==> src/rtl/axis_replay_buf_pkg.sv <==
// axis_replay_buf_pkg: shared defaults and circular-pointer helper for the replay buffer.
package axis_replay_buf_pkg;

    localparam int unsigned DATA_WIDTH_DEF = 9;
    localparam int unsigned BUF_SIZE_DEF   = 57;

    // Increment modulo n; works for any n >= 2, not only powers of two.
    function automatic int unsigned wrap_inc(input int unsigned p, input int unsigned n);
        return (p + 1 == n) ? 0 : p + 1;
    endfunction

endpackage

==> src/rtl/axis_replay_buf.sv <==
// axis_replay_buf: AXI-Stream buffer that retains the first BUF_SIZE beats of a packet for MAC replay.
//   clk, rst_n     : clock, asynchronous active-low reset
//   s_axis_*       : upstream beat input (data/valid/ready/last)
//   m_axis_*       : downstream beat output toward the MAC (data/valid/ready/last)
//   replay         : pulse, rewind read pointer to the packet's first retained beat
//   done           : pulse, commit packet, release beats already read
module axis_replay_buf
    import axis_replay_buf_pkg::*;
#(
    parameter int unsigned DATA_WIDTH = DATA_WIDTH_DEF,
    parameter int unsigned BUF_SIZE   = BUF_SIZE_DEF
) (
    input  logic                  clk,
    input  logic                  rst_n,
    input  logic [DATA_WIDTH-1:0] s_axis_data,
    input  logic                  s_axis_valid,
    output logic                  s_axis_ready,
    input  logic                  s_axis_last,
    output logic [DATA_WIDTH-1:0] m_axis_data,
    output logic                  m_axis_valid,
    input  logic                  m_axis_ready,
    output logic                  m_axis_last,
    input  logic                  replay,
    input  logic                  done
);

    localparam int unsigned PW = $clog2(BUF_SIZE);
    localparam int unsigned FW = $clog2(BUF_SIZE + 1);
    localparam logic [FW-1:0] FULL = FW'(BUF_SIZE);

    logic [DATA_WIDTH:0] mem [BUF_SIZE];
    logic [PW-1:0] start_q, start_d, rd_q, rd_d, wr_q, wr_d;
    // fill_q counts start..wr; rcnt_q counts start..rd, so unread = fill - rcnt
    // without the rd==wr full/empty ambiguity.
    logic [FW-1:0] fill_q, fill_d, rcnt_q, rcnt_d, rcnt_adv;
    logic          committed_q, committed_d, hold_q, hold_d;
    logic          wr_en, rd_en, rd_last, rewind, release_en;
    logic [DATA_WIDTH:0] rd_entry;

    assign rd_entry     = mem[rd_q];
    assign m_axis_data  = rd_entry[DATA_WIDTH:1];
    assign m_axis_last  = rd_entry[0];
    assign s_axis_ready = fill_q < FULL;
    assign m_axis_valid = (fill_q != rcnt_q) && !hold_q;

    always_comb begin
        wr_en       = s_axis_valid && s_axis_ready;
        rd_en       = m_axis_valid && m_axis_ready;
        rd_last     = rd_en && rd_entry[0];
        // done wins over replay; replay is ignored once committed
        rewind      = replay && !done && !committed_q;
        // committed reads free each beat as it goes; done frees everything read so far
        release_en  = done || (committed_q && rd_en);
        rd_d        = rewind ? start_q : rd_en ? PW'(wrap_inc(32'(rd_q), BUF_SIZE)) : rd_q;
        wr_d        = wr_en ? PW'(wrap_inc(32'(wr_q), BUF_SIZE)) : wr_q;
        rcnt_adv    = rcnt_q + FW'(rd_en && !rewind);
        start_d     = release_en ? rd_d : start_q;
        rcnt_d      = (release_en || rewind) ? '0 : rcnt_adv;
        fill_d      = fill_q + FW'(wr_en) - (release_en ? rcnt_adv : '0);
        hold_d      = (rewind || done) ? 1'b0 : (rd_last && !committed_q) ? 1'b1 : hold_q;
        // done after the last beat was already read starts the next packet immediately
        committed_d = done ? (!hold_q && !rd_last) : (committed_q && rd_last) ? 1'b0 : committed_q;
    end

    always_ff @(posedge clk or negedge rst_n) begin
        if (!rst_n) begin
            start_q     <= '0;
            rd_q        <= '0;
            wr_q        <= '0;
            fill_q      <= '0;
            rcnt_q      <= '0;
            committed_q <= 1'b0;
            hold_q      <= 1'b0;
        end else begin
            start_q     <= start_d;
            rd_q        <= rd_d;
            wr_q        <= wr_d;
            fill_q      <= fill_d;
            rcnt_q      <= rcnt_d;
            committed_q <= committed_d;
            hold_q      <= hold_d;
        end
    end

    always_ff @(posedge clk) begin
        if (wr_en) mem[wr_q] <= {s_axis_data, s_axis_last};
    end

endmodule

==> config.mk <==
export PLATFORM = sky130hd
export DESIGN_NAME = axis_replay_buf
export DESIGN_NICKNAME = d
export VERILOG_FILES = /design/src/rtl/axis_replay_buf_pkg.sv /design/src/rtl/axis_replay_buf.sv
export SDC_FILE = /design/constraint.sdc
export NUM_CORES = 1
export LEC_CHECK = 0
export CAP_MARGIN = 20
export CORE_MARGIN = 2
export CORE_UTILIZATION = 59
export CTS_BUF_LIST = sky130_fd_sc_hd__clkbuf_8
export DETAILED_ROUTE_END_ITERATION = 12
export PLACE_DENSITY = 0.82
export SYNTH_ARGS = -nofsm -noshare
export SYNTH_HDL_FRONTEND = slang
export SYNTH_SLANG_ARGS = --single-unit
export TNS_END_PERCENT = 100
==> constraint.sdc <==
create_clock -name clk -period 3.48 [get_ports clk]
set_input_delay 0.696 -clock clk [delete_from_list [all_inputs] [get_ports clk]]
set_output_delay 0.696 -clock clk [all_outputs]
set_load 0.02 [all_outputs]
# After elaboration in Yosys (flattened, before gate mapping)
# Memories as Yosys holds them, arrays and structs flattened.
# Index checks and enable logic that the tools add are counted.
# Widths: inputs -> output; s select.
word_totals:
  ff_bits: 32
  ramBits: 570
  inputBits: 16
  out_inout_bits: 12
  elab_cells: 50
  memories: 1
memory_table:
  columns: ["memory", "depth", "width", "read_ports", "rd_clocked_by_memory_dff", "write_ports", "line_no", "rtl"]
  rows:
  - ["mem", 57, 10, 1, 0, 1, "axis_replay_buf.sv:31", "logic [DATA_WIDTH:0] mem [BUF_SIZE];"]
classes:
  add_sub_neg: 5
  order_cmp: 1
  n_eq_ne: 3
  mux: 12
  n_reduce_logical: 21
op_table:
  columns: ["operator", "n"]
  rows:
  - ["$mux 6", 6]
  - ["$add 6x1->7 const B", 2]
  - ["$eq 7x6->1 const B", 2]
  - ["$add 6x1->6", 2]
  - ["$logic_and 1x1->1", 11]
  - ["$lt 6x6->1 const B", 1]
  - ["$mux 1", 6]
  - ["$ne 6x6->1", 1]
  - ["$sub 6x6->6", 1]
  - ["$logic_not 1->1", 5]
  - ["$reduce_bool 2->1", 2]
  - ["$logic_or 1x1->1", 3]

# Depth between registers and ports, before layout
logic_depth:
  depth_word: 8
  ltp_mapped: 15
  depth_no_buf: 15

# Least setup slack after synthesis
# Ideal clock, no wire load.
synth_timing:
  kind: "flip-flop to flip-flop"
  from: "register rcnt_q[5]"
  to: "register fill_q[5]"
  setup_time_ns: 0.125
  arrival_ns: 3.228
  t_required_ns: 3.355
  setup_slack_ns: 0.126
  path_stages_with_launch: 16
  n_path_buf: 0
  period_less_slack_ns: 3.354
  path_cell_list: "dfrtp_1 -> xor2_1 -> nor4_1 -> a21oi_1 -> and2_1 -> ha_1 -> ha_1 -> nand2_1 -> ha_1 -> ha_1 -> a21o_1 -> a21oi_1 -> o21bai_1 -> a21oi_1 -> xnor2_1 -> xnor2_1"
synth_between:
  elab_chain_len: 7
  elab_cells_between_ends: 9
  classes_between: "add/sub (2); eq/ne (1); mux (1); reduce/logical (5)"
synth_lines:
  columns: ["element", "line_no", "rtl"]
  rows:
  - ["start: declaration", "axis_replay_buf.sv:35", "logic [FW-1:0] fill_q, fill_d, rcnt_q, rcnt_d, rcnt_adv;"]
  - ["start signal: assignment", "axis_replay_buf.sv:79", "rcnt_q <= rcnt_d;"]
  - ["$ne 6x6->1", "axis_replay_buf.sv:44", "assign m_axis_valid = (fill_q != rcnt_q) && !hold_q;"]
  - ["$logic_and 1x1->1", "axis_replay_buf.sv:44", null]
  - ["$logic_and 1x1->1", "axis_replay_buf.sv:48", "rd_en = m_axis_valid && m_axis_ready;"]
  - ["$logic_and 1x1->1, on equally long branches", "axis_replay_buf.sv:56, axis_replay_buf.sv:53", null]
  - ["$add 6x1->6 or $logic_or 1x1->1 (tied branches)", "axis_replay_buf.sv:56, axis_replay_buf.sv:53", null]
  - ["$mux 6 *", "axis_replay_buf.sv:59", "fill_d = fill_q + FW'(wr_en) - (release_en ? rcnt_adv : '0);"]
  - ["$sub 6x6->6 *", "axis_replay_buf.sv:59", null]
  - ["net fill_d[5]", "axis_replay_buf.sv:35", null]
  - ["end signal: assignment", "axis_replay_buf.sv:78", "fill_q <= fill_d;"]
  - ["end: declaration", "axis_replay_buf.sv:35", null]
# The timed path passes the listed nets; every way through them passes the cells marked *.
# A chain may end at the register's enable or synchronous reset.

# Worst setup path in the final report
layout_timing:
  from: "register rd_q[0]"
  to: "output port m_axis_data[5]"
layout_between:
  elab_chain_len: 1
layout_lines:
  columns: ["element", "line_no", "rtl"]
  rows:
  - ["start: declaration", "axis_replay_buf.sv:32", "logic [PW-1:0] start_q, start_d, rd_q, rd_d, wr_q, wr_d;"]
  - ["start signal: assignment", "axis_replay_buf.sv:76", "rd_q <= rd_d;"]
  - ["$mem_v2 57x10", null, null]
  - ["end: declaration", "axis_replay_buf.sv:19", "output logic [DATA_WIDTH-1:0] m_axis_data,"]
# No other way between the ends.

==> results.txt <==
global placer's final weighted congestion: 0.901
Clk Latency, worst-skew pair: 0.67 ns
Final Cell Area: 28200 um^2
wl on met1: 21000 um
post-synthesis register bit count: 602
CP required: 2.78 ns
WL final: 57500 um
dpl hpwl: 32600 um
unrepaired setup endpoints after global routing: yes
max-cap violations: 0
commonest cells in the netlist: 570 x edfxtp_1, 150 x mux4_2, 73 x nor2_1
CTS Buffer Depth: 3
number of DRC markers in iteration 0: 1788
reg2reg end: fill_q[5]
CTS clk-pin slew, worst paths: 0.06 ns
run status: finished, violations left
Mean Syn Cell Area: 20.1 um^2
vias in the first global route: 13.2k
final setup margin: -0.485 ns
Post-Layout Cell Count: 2017
initial antenna violation count: 1
CP endpoint kind: primary output
fraction of layout cells with a size suffix above 1: 33.4%
Cell variety after synth: 53
Synth area leaders: edfxtp_1 71%, mux4_2 14%, dfrtp_1 3.3%
Async SR Flop Fraction: 5.32%
Clock Skew: 0.0411 ns
cell with the most instances after synthesis: edfxtp_1
Max-slew headroom: 32.3%
pre-CTS setup slack: -0.248 ns
Worst IR Drop VDD: 0.000505 V
CTS Hold Buffers Added: 0
Reg-to-Reg Start: fill_q[5]
Hold Path Class: primary input to flop
Final Util: 70.5%
die height: 206 um
failing checks: negative setup slack
Final Hold Viols: 0
area grow syn2layout: 17.3%
Detail Route met2 WL: 28900 um
Final Slew Violations: 0
Cell Pwr Density: 803 nW/um^2
final setup fails: 10
Clock Tree Root: clkbuf_8
critical path launch point type: flop
Total GRT Usage: 27.2%
Pleak: 9.63 nW
Yosys warnings: 0
htree depth: 3
critical path class: flop to primary output
die area: 42400 um^2
Die W: 206 um
placed cell area: 25700 um^2
WP data arrival: 3.27 ns
Final nets: 1453
Worst Hold Path Cells: 1
TritonCTS clock tree: done
# IOs: 28
fmax: 0.252 GHz
Post-synth EDFFs: 570
DR pass1 iterations: 5
Worst Hold End: mem[6][5]
vias per cell: 6.46
Initial Utilization: 60.1%
total global routing overflow: 0
Synth area leader: edfxtp_1
crit share post-route: 114%
drt wl/cell: 28.5 um
Most used DFF post-synth: edfxtp_1
Seq/Total Area, Yosys: 74.5%
core box area: 40000 um^2
crit path max fanout: 6
reg2reg setup slack: 0.16 ns
area share of the largest cell type after synthesis: 71.1%
min cycle time layout: 3.97 ns
CTS Buf Count: 92
largest net degree at the start of global routing: 58
met3 wire len: 5700 um
Residual DRC: 0
hold_sp: s_axis_data[4]
count of buffers from port buffering: 27
Antenna Nets Post-Route: 0
Net Count, Synth: 1230
via count: 13.0k
DP Cell Count: 1809
global-route wire length before repair: 82100 um
Worst Tran Pin Value: 1.02 ns
highest routed layer: met4
CTS sink count: 602
cell count after synthesis: 1197
Netlist Area Pre-Place: 24100 um^2
Rows: 73
depth of the worst register-to-register path: 16
setup TNS: -3.86 ns
[kinds of logic after synthesis]
group	share of synthesized area, %
AND/OR/NAND/NOR	3.51
adder cells (fa/ha/maj)	0.915
multiplexers	16.2
buffers and inverters	1.63
AO/OA/AOI/OAI	2.55
flip-flops	74.5
XOR/XNOR	0.728
[final cells by class]
class | instances | area [um^2]
multi-input combinational | 520 | 5910
clock inverter | 65 | 308
clock buffer | 99 | 1360
inverter | 11 | 41.3
antenna | 2 | 5.00
sequential | 602 | 17900
timing repair buffer | 193 | 2000
fill | 2218 | 11800
tap | 525 | 657
[stage by stage]
step                hold WS [ns]  power [mW]
floorplan                  0.400        13.3
global placement           0.486        15.9
detailed placement         0.497        16.1
CTS                        0.511        22.0
global route               0.309        23.4
finish                     0.343        22.7
[report_power, final]
group / total [mW] / leakage [nW] / switching, mW / internal, mW
Combinational: 8.60 / 3.17 / 4.30 / 4.30
Sequential: 8.66 / 5.51 / 0.360 / 8.30
Clock: 5.39 / 0.953 / 2.69 / 2.70
Total: 22.7 / 9.63 / 7.35 / 15.3
[routing by layer]
| layer | GRT usage, % | vias to the layer above |
|---|---|---|
| met2 | 44.7 | 860 |
| li1 | - | 5343 |
| met5 | 0 | - |
| met4 | 9.82 | 0 |
| met3 | 5.44 | 153 |
| met1 | 36.9 | 6664 |
[state kept, by name, indices dropped and copies added (netlist names)]
name	cells
hold_q	1
committed_q	1
mem	570
fill_q	6
rd_q	6
wr_q	6
rcnt_q	6
start_q	6
[what timing repair did]
| item | in CTS | in global routing |
|---|---|---|
| cloned | 6 | 1 |
| gates resized for setup | 77 | 30 |
| setup endpoints to repair | 11 | 11 |
| buffers inserted | 16 | 14 |
| pin swaps | 10 | 13 |
[critical path: stages (launching register included)]
cell and delay [ns]:
dfrtp_4 0.55, buf_12 0.16, buf_16 0.13, buf_12 0.11
mux4_2 0.55, mux4_2 0.49, o22ai_2 0.18, buf_4 0.18
a21oi_1 0.06, buf_4 0.18
[layout by cell type, fill, tap and decap left out, types with 10 or more instances in the layout]
cell      netlist  layout
ha_1           16      13
clkinv_1        0      19
dfrtp_1        32      28
inv_1          10      38
buf_2          17      12
a211oi_1       12      10
and2_1         12      10
mux2i_1        44      43
buf_6           8      15
clkbuf_8        0      99
xor2_1         11      10
nand2_1        46      45
buf_12          0      24
clkinv_2        0      11
o21ai_0        19      19
a21oi_1        29      24
edfxtp_1      570     570
buf_4           8     124
nor2_1         73      73
mux4_2        150     150
nand3_1        16      16
[worst max-delay path by stage]
stage | start | to | slack (ns)
floorplan | rcnt_q[5] | fill_q[5] | 0.13
global placement | rd_q[0] | m_axis_data[2] | -0.14
detailed placement | replay | fill_q[5] | -0.25
CTS | rd_q[0] | m_axis_data[1] | -0.43
global route | rd_q[0] | m_axis_data[5] | -0.50
finish | rd_q[0] | m_axis_data[5] | -0.49
No activity file was read; power rests on OpenSTA's default activity.
